`src/rtl/bmem_pkg.sv`:
```
`default_nettype none
// ============================================================================
// Module   : bmem_pkg
// Purpose  : Shared constants and types for the bmem line adapter slice.
// Revision : 1.0 - initial release
// ============================================================================
package bmem_pkg;

  localparam int LINE_W   = 256;
  localparam int BEAT_W   = 64;
  localparam int BEATS    = 4;
  localparam int OFFSET_W = 5;
  localparam int CNT_W    = $clog2(BEATS);

  typedef logic [LINE_W-1:0] line_t;

  typedef enum logic [0:0] {
    IDLE = 1'b0,
    WR   = 1'b1
  } bmem_iss_state_t;

endpackage
`default_nettype wire

```
`src/rtl/bmem_line_assembler.sv`:
```
`default_nettype none
// ============================================================================
// Module   : bmem_line_assembler
// Purpose  : Collects four contiguous read beats into one line, captures the
//            burst address at beat 0 and pulses line_done the cycle after the
//            last beat, with the finished line and its tag.
// Revision : 1.0 - initial release
// ============================================================================
module bmem_line_assembler
  import bmem_pkg::*;
#(
  parameter int ADDR_W = 32
) (
  input  logic              clk,
  input  logic              rst,
  input  logic              rvalid,
  input  logic [BEAT_W-1:0] rdata,
  input  logic [ADDR_W-1:0] raddr,
  output logic              line_done,
  output line_t             line,
  output logic [ADDR_W-1:0] tag
);

  logic [CNT_W-1:0]  r_rcnt;
  line_t             r_line;
  logic [ADDR_W-1:0] r_tag;
  logic              r_done;

  // Beat k lands in slice k; the counter wraps so back-to-back bursts line up.
  always_ff @(posedge clk or posedge rst) begin
    if (rst) begin
      r_rcnt <= '0;
      r_line <= '0;
      r_tag  <= '0;
      r_done <= 1'b0;
    end else begin
      r_done <= rvalid && (r_rcnt == CNT_W'(BEATS-1));
      if (rvalid) begin
        r_line[r_rcnt*BEAT_W +: BEAT_W] <= rdata;
        if (r_rcnt == '0) begin
          r_tag <= raddr;
        end
        r_rcnt <= r_rcnt + 1'b1;
      end
    end
  end

  assign line_done = r_done;
  assign line      = r_line;
  assign tag       = r_tag;

endmodule
`default_nettype wire

```
`src/rtl/bmem_line_adapter.sv`:
```
`default_nettype none
// ============================================================================
// Module   : bmem_line_adapter
// Purpose  : Turns I-cache / D-cache line requests into 64-bit bmem bursts,
//            arbitrates between the two clients round-robin, and routes each
//            reassembled read line back to whichever client it belongs to.
// Revision : 1.0 - initial release
// ============================================================================
module bmem_line_adapter
  import bmem_pkg::*;
#(
  parameter int ADDR_W = 32,
  parameter int BEAT_W = 64,
  parameter int BEATS  = 4
) (
  input  logic              clk,
  input  logic              rst,
  input  logic [ADDR_W-1:0] ic_addr,
  input  logic              ic_read,
  output line_t             ic_rdata,
  output logic              ic_resp,
  input  logic [ADDR_W-1:0] dc_addr,
  input  logic              dc_read,
  input  logic              dc_write,
  input  line_t             dc_wdata,
  output line_t             dc_rdata,
  output logic              dc_resp,
  output logic [ADDR_W-1:0] bmem_addr,
  output logic              bmem_read,
  output logic              bmem_write,
  output logic [BEAT_W-1:0] bmem_wdata,
  input  logic              bmem_ready,
  input  logic [ADDR_W-1:0] bmem_raddr,
  input  logic [BEAT_W-1:0] bmem_rdata,
  input  logic              bmem_rvalid
);

  localparam int WCNT_W = $clog2(BEATS);

  bmem_iss_state_t   r_state;
  logic [WCNT_W-1:0] r_wcnt;
  logic [ADDR_W-1:0] r_waddr;
  logic              r_ic_issued;
  logic              r_dc_issued;
  logic              r_rr;          // 0: I-cache wins a tie, 1: D-cache wins
  logic              r_dc_wr_resp;

  logic              w_line_done;
  line_t             w_line;
  logic [ADDR_W-1:0] w_tag;

  logic              w_ic_done;
  logic              w_dc_done;
  logic              w_ic_pend;
  logic              w_dc_pend;
  logic              w_pick_dc;
  logic              w_grant;
  logic              w_grant_ic;
  logic              w_grant_dc;
  logic              w_grant_wr;
  logic [ADDR_W-1:0] w_grant_addr;
  logic              w_unused;

  bmem_line_assembler #(
    .ADDR_W (ADDR_W)
  ) u_asm (
    .clk       (clk),
    .rst       (rst),
    .rvalid    (bmem_rvalid),
    .rdata     (bmem_rdata),
    .raddr     (bmem_raddr),
    .line_done (w_line_done),
    .line      (w_line),
    .tag       (w_tag)
  );

  // A finished line completes every issued client whose line address matches.
  assign w_ic_done = w_line_done && r_ic_issued &&
                     (ic_addr[ADDR_W-1:OFFSET_W] == w_tag[ADDR_W-1:OFFSET_W]);
  assign w_dc_done = w_line_done && r_dc_issued &&
                     (dc_addr[ADDR_W-1:OFFSET_W] == w_tag[ADDR_W-1:OFFSET_W]);

  // The request is still held during its own response cycle, so mask it there.
  assign w_ic_pend = ic_read && !r_ic_issued && !w_ic_done;
  assign w_dc_pend = (dc_read || dc_write) && !r_dc_issued && !w_dc_done &&
                     !r_dc_wr_resp && (r_state == IDLE);

  assign w_pick_dc    = w_dc_pend && (!w_ic_pend || r_rr);
  assign w_grant      = !rst && (r_state == IDLE) && bmem_ready && (w_ic_pend || w_dc_pend);
  assign w_grant_ic   = w_grant && !w_pick_dc;
  assign w_grant_dc   = w_grant && w_pick_dc;
  assign w_grant_wr   = w_grant_dc && dc_write;
  assign w_grant_addr = w_pick_dc ? {dc_addr[ADDR_W-1:OFFSET_W], {OFFSET_W{1'b0}}}
                                  : {ic_addr[ADDR_W-1:OFFSET_W], {OFFSET_W{1'b0}}};

  assign w_unused = ^{ic_addr[OFFSET_W-1:0], dc_addr[OFFSET_W-1:0], w_tag[OFFSET_W-1:0]};

  // Command bus: a read is a single cycle; a write shows beat 0 on the grant
  // cycle and the remaining beats from WR, holding a beat while ready is low.
  always_comb begin
    bmem_read  = 1'b0;
    bmem_write = 1'b0;
    bmem_addr  = '0;
    bmem_wdata = '0;
    if (r_state == WR) begin
      bmem_write = 1'b1;
      bmem_addr  = r_waddr;
      bmem_wdata = dc_wdata[r_wcnt*BEAT_W +: BEAT_W];
    end else if (w_grant) begin
      bmem_addr = w_grant_addr;
      if (w_grant_wr) begin
        bmem_write = 1'b1;
        bmem_wdata = dc_wdata[BEAT_W-1:0];
      end else begin
        bmem_read = 1'b1;
      end
    end
  end

  // Issue FSM, issued flags and the round-robin pointer.
  always_ff @(posedge clk or posedge rst) begin
    if (rst) begin
      r_state      <= IDLE;
      r_wcnt       <= '0;
      r_waddr      <= '0;
      r_ic_issued  <= 1'b0;
      r_dc_issued  <= 1'b0;
      r_rr         <= 1'b0;
      r_dc_wr_resp <= 1'b0;
    end else begin
      r_dc_wr_resp <= 1'b0;
      if (w_ic_done)  r_ic_issued <= 1'b0;
      if (w_grant_ic) r_ic_issued <= 1'b1;
      if (w_dc_done)  r_dc_issued <= 1'b0;
      if (w_grant_dc && !dc_write) r_dc_issued <= 1'b1;
      if (w_grant && w_ic_pend && w_dc_pend) r_rr <= ~r_rr;
      case (r_state)
        IDLE: begin
          if (w_grant_wr) begin
            r_state <= WR;
            r_wcnt  <= WCNT_W'(1);
            r_waddr <= w_grant_addr;
          end
        end
        WR: begin
          if (bmem_ready) begin
            r_wcnt <= r_wcnt + 1'b1;
            if (r_wcnt == WCNT_W'(BEATS-1)) begin
              r_state      <= IDLE;
              r_dc_wr_resp <= 1'b1;
            end
          end
        end
        default: r_state <= IDLE;
      endcase
    end
  end

  assign ic_resp  = w_ic_done;
  assign ic_rdata = w_ic_done ? w_line : '0;
  assign dc_resp  = w_dc_done || r_dc_wr_resp;
  assign dc_rdata = w_dc_done ? w_line : '0;

endmodule
`default_nettype wire

```
`config.mk`:
```
export PLATFORM = sky130hd
export DESIGN_NAME = bmem_line_adapter
export DESIGN_NICKNAME = d
export VERILOG_FILES = /design/src/rtl/bmem_pkg.sv /design/src/rtl/bmem_line_assembler.sv /design/src/rtl/bmem_line_adapter.sv
export SDC_FILE = /design/constraint.sdc
export NUM_CORES = 1
export LEC_CHECK = 0
export CAP_MARGIN = 20
export CORE_AREA = 3 3 399 401
export CTS_CLUSTER_SIZE = 14
export DETAILED_ROUTE_END_ITERATION = 10
export DIE_AREA = 0 0 402 404
export GPL_TIMING_DRIVEN = 1
export PLACE_DENSITY = 0.43
export SETUP_SLACK_MARGIN = 0.15
export SLEW_MARGIN = 20
export SYNTH_ARGS = -nofsm -noshare
export SYNTH_HDL_FRONTEND = slang
export SYNTH_SLANG_ARGS = --single-unit
```
`constraint.sdc`:
```
create_clock -name clk -period 25.8 [get_ports clk]
set_input_delay 7.74 -clock clk [delete_from_list [all_inputs] [get_ports clk]]
set_output_delay 7.74 -clock clk [all_outputs]
set_load 0.05 [all_outputs]
```
-- Word level (Yosys, flattened, before mapping)
Cells that the tools add are included.
- add/sub/neg operators: 3
- equality and inequality tests: 6
- shift operators: 3
- multiplexer cells: 28
- bitwise gates (word level): 2
- reductions and logical operators: 40
- operators with widths (cell ; number):
    $mux 256 ; 2
    $bwmux 256 ; 1
    $shift 64x34->256 const A ; 1
    $shiftx 256x9->64 ; 1
    $shiftx 64x34->256 ; 1
    $mux 64 ; 3
    $mux 32 ; 3
    $eq 27x27->1 ; 2
    $neg 8->34 ; 1
    $logic_and 1x1->1 ; 21
    $mux 1 ; 15
    $logic_not 1->1 ; 9
    $reduce_and 2->1 ; 3
    $add 2x1->2 const B ; 2
    $eq 2x2->1 const B ; 2
    $logic_or 1x1->1 ; 4
    $mux 2 ; 2
    $ne 2x2->1 const B ; 2
    $pmux 2 s2 ; 1
    $reduce_bool 2->1 ; 2
    $logic_not 2->1 ; 1
    $not 1->1 ; 2
    $pmux 1 s2 ; 1
- register bits after elaboration: 330
- input bits: 423
- output and inout port bits: 612
- word-level logic and storage cells: 93

-- Longest topological paths before layout
- word-level depth: 13
- mapped depth: 7
- mapped depth without buffers: 5

-- Modules after synthesis
A second synthesis with hierarchy kept.
- cells, all modules: 1919
- area, all modules: 20567.2 µm²
- by module, submodules not included (module ; times used ; cells an instance ; area an instance (µm²)):
    bmem_line_assembler ; 1 ; 897 ; 12007.8
    bmem_line_adapter ; 1 ; 1022 ; 8559.5

-- Worst setup path before layout
OpenSTA, ideal clock, no wires.
- kind: input -> output
- start point: input dc_read
- end point: output bmem_addr[11]
- arrival: 9.749 ns
- data required time: 18.060 ns
- slack: 8.311 ns
- stages: 6
- path buffers: 2
- cell sequence: o21ai_0 -> nor3_1 -> buf_2 -> buf_2 -> mux2i_1 -> o21ai_0
- cells in the longest elaborated chain, start to end: 9
- elaborated cells between the ends (all ways): 11
- those cells by class: mux (3); reduce/logical (8)
- ends and longest elaborated chain (what ; RTL line ; source):
    from (decl) ; bmem_line_adapter.sv:23 ; input logic dc_read,
    $logic_or 1x1->1 * ; bmem_line_adapter.sv:85 ; assign w_dc_pend = (dc_read || dc_write) && !r_dc_issued && !w_dc_done &&
    $logic_and 1x1->1 * (3 in series) ; bmem_line_adapter.sv:85 ;
    $logic_and 1x1->1 * ; bmem_line_adapter.sv:86 ; !r_dc_wr_resp && (r_state == IDLE);
    $logic_and 1x1->1 / $logic_or 1x1->1 (equally long branches) ; bmem_line_adapter.sv:88, bmem_line_adapter.sv:89 ;
    $mux 32 / $logic_and 1x1->1 (equally long branches) ; bmem_line_adapter.sv:93, bmem_line_adapter.sv:89 ;
    $mux 32 * ; bmem_line_adapter.sv:109 ; end else if (w_grant) begin
    $mux 32 * ; bmem_line_adapter.sv:105 ; if (r_state == WR) begin
    to (decl) ; bmem_line_adapter.sv:28 ; output logic [ADDR_W-1:0] bmem_addr,
Every way passes the cells marked *; elsewhere a longest branch is shown, timed or not.

-- Final worst setup path
- start point: input ic_addr[20]
- end point: output ic_rdata[123]
- cells in the longest elaborated chain, start to end: 3
- ends and longest elaborated chain (what ; RTL line ; source):
    from (decl) ; bmem_line_adapter.sv:18 ; input logic [ADDR_W-1:0] ic_addr,
    $eq 27x27->1 ; bmem_line_adapter.sv:79 ; (ic_addr[ADDR_W-1:OFFSET_W] == w_tag[ADDR_W-1:OFFSET_W]);
    $logic_and 1x1->1 ; bmem_line_adapter.sv:78 ; assign w_ic_done = w_line_done && r_ic_issued &&
    $mux 256 ; bmem_line_adapter.sv:160 ; assign ic_rdata = w_ic_done ? w_line : '0;
    to (decl) ; bmem_line_adapter.sv:20 ; output line_t ic_rdata,
No other way between the ends.

==> impl_metrics.toml <==
[logic_synthesis]
ys_warn_count = 0
synthArstFlopShare = 1.00
post_synth.cell_area_avg_um2 = 11.2
synth.cell_area_um2 = 18600
ys_types = 34
synth-seq-cells = 320
postSynthCellCount = 1670
synth-main-ff-cell = "dfrtp_1"
ys_seq_area_frac = 0.430
synth_enable_flop_cells = 0

[clock_network]
htree_levels = 2
clock_latency_ns = 0.61
cts_tree = "yes"
cts_max_path_buffers = 3
postCtsSetupBuffers = 0
cts_made_buffers = 43
clock-sinks = 320
path_clk_slew_ns = 0.06
cts_resized = 0
root_buffer = "clkbuf_16"
ctsHoldBuffers = 0

[route]
num_vias = 17964
routed_wl_um = 134000
drt_iter0_drc = 1293
wire_per_inst_um = 28.4
vias_per_cell = 3.81
ant_nets = 0
remaining_drc_errors = 0
firstDrtPassIters = 5

[finish]
syn2layout_area_growth_pct = 72.6
drive_gt1_frac = 0.0809
num-nets-final = 3029
stdcell_count = 4710

[hold_path]
hold_start = "r_waddr[26]"
hp-class = "reg -> reg"

[timing]
finalWorstPathRequiredPeriod_ns = 20.02
finalClockSkew_ns = 0.0410
whs_ns = 0.480
worst_slew_pin_slew_ns = 1.13
timing.final.hold_violations = 0
post-route-period-util = 0.776
fmax_mhz = 50.0
slew_headroom = 0.247
tns_ns = 0
drv_slew = 0
setup_ws_ns = 5.78
setup_viol_count_final = 0
rsz0062_at_grt = "no"

[setup_path]
crit_fanout = 102
crit_start = "ic_addr[20]"
cp.required_ns = 18.06
path_class = "in -> out"
worstSetupEndpointType = "primary output"
arrival_ns = 12.28
cp-start-kind = "input port"
regToRegStartpoint = "u_asm.r_rcnt[0]"

[floorplan]
ioPinCount = 1035
dieArea_um2 = 162000
die_y_um = 404
start_util = 0.119
placeableCoreArea_um2 = 156000
dieWidth_um = 402
placementRows = 145

[place]
pre_cts_ws_ns = 5.69
gp_congestion = 0.872
portBuffers = 1014
dp.cells = 4611
place_hpwl_um = 106000

[power]
p_per_area_nw_per_um2 = 59.6
ir_worst_vdd_mv = 0.0454
finalPower_w = 0.00192
leakage_nw = 12.5

[global_routing]
antenna_found_initial = 53
grt_pass1_vias = 18699
grt_use_total = 0.159
top_usage_layer = "met2"
grt_max_degree = 221
grt_pass1_wl_um = 177000
overflow = 0
met2_usage = 0.280
use_met1 = 0.178
grt_use_met3 = 0.0637

[flow_run]
max-cap-violations = 0

[run_status]
status = "complete, no violations"
## cells in the mapped netlist, types with 2 or more instances
master	n	share of area
and2_1	512	0.17
a22o_1	320	0.15
dfrtp_1	320	0.43
clkbuf_1	84	0.017
nand2_1	66	0.013
mux4_2	64	0.077
o21ai_0	60	0.016
buf_8	40	0.032
xor2_1	32	0.015
mux2_2	27	0.016
mux2i_1	27	0.015
xnor2_1	25	0.012
buf_2	21	0.0056
buf_4	9	0.0036
nand4_1	8	0.0027
nor4_1	8	0.0027
inv_1	7	0.0014
ha_1	6	0.0040
nor2_1	5	0.0010
clkbuf_8	4	0.0030
nand3_1	4	0.0011
nand2b_1	3	0.0010
nor4b_1	3	0.0014
and3_1	2	0.00067
clkbuf_2	2	0.00054
nor3_1	2	0.00054
nor4_4	2	0.0023
## kinds of logic after synthesis
| family | after synthesis | synth area share |
|---|---|---|
| compound gates | 381 | 0.167 |
| xor+xnor | 57 | 0.0268 |
| fa+ha+maj | 6 | 0.00403 |
| buf+inv | 168 | 0.0635 |
| flops | 320 | 0.430 |
| mux | 118 | 0.108 |
| other cells | 1 | 0.000201 |
| simple gates | 619 | 0.201 |
## layout make-up
| class | count | area (um2) |
|---|---|---|
| diodes | 18 | 45.0 |
| clock buffers | 58 | 1240 |
| clock inverters | 21 | 307 |
| fillers | 17071 | 124000 |
| inverters | 7 | 33.8 |
| multi-input cells | 1186 | 9530 |
| flip-flops and latches | 320 | 8020 |
| well taps | 2058 | 2570 |
| repair buffers | 1042 | 10400 |
## through the flow
stage | utilization | cell area (um2)
6_report | 0.206 | 32200
5_1_grt | 0.206 | 32100
4_1_cts | 0.206 | 32100
3_5_place_dp | 0.196 | 30500
3_3_place_gp | 0.196 | 30500
2_1_floorplan | - | 18700
## flip-flops by register name, indices dropped and copies added, names as in the netlist
signal and count:
r_state 1, r_dc_issued 1, u_asm.line 256, r_ic_issued 1, r_waddr 27, r_dc_wr_resp 1, r_wcnt 2, u_asm.tag 27
r_rr 1, u_asm.r_rcnt 2, u_asm.line_done 1
## per-layer routing
metal  share of wire  up-vias
met5          0.0012        -
met4           0.019       24
met2            0.51      757
met1            0.38     9212
met3           0.098      132
li1                -     7839
## worst max-delay path: stages
cell	delay, ns
clkdlybuf4s50_1	0.45
xor2_1	0.16
nor4_1	0.69
nand4_1	0.28
nor4_4	0.25
buf_4	0.55
buf_4	0.76
and2_1	0.33
clkdlybuf4s50_1	0.92
## where the power goes
| group | total (W) | switching [W] | leakage [nW] | internal, W |
|---|---|---|---|---|
| Sequential | 0.000824 | 0.000171 | 4.32 | 0.000653 |
| Combinational | 0.000430 | 0.000205 | 7.39 | 0.000225 |
| Clock | 0.000665 | 0.000263 | 0.755 | 0.000401 |
## layout by cell type, fill, tap and decap left out, drive strengths merged, types with 8 or more instances in the layout
cell,synthesis,routed
buf,71,28
mux2i,27,27
diode,0,18
dfrtp,320,320
nand4,8,8
and2,512,512
clkdlybuf4s50,0,1014
xor2,32,32
a22o,320,320
clkbuf,90,58
nor4,11,11
o21ai,60,60
inv,7,11
xnor2,25,25
mux4,64,64
mux2,27,27
nand2,66,66
## path summary, 6_finish.rpt
path / to / slack (ns) / depth (start not counted)
worst max register to register: u_asm.line[57] / 22.31 / 7
worst min register to register: r_waddr[26] / 0.48 / 2
max in group asynchronous: u_asm.line[221] / 16.12 / 5
worst max-delay path: ic_rdata[123] / 5.78 / 9
worst min-delay path: r_waddr[26] / 0.48 / 2
min in group asynchronous: r_dc_issued / 7.67 / 2
Note: power is estimated with default switching activity, not from simulation.
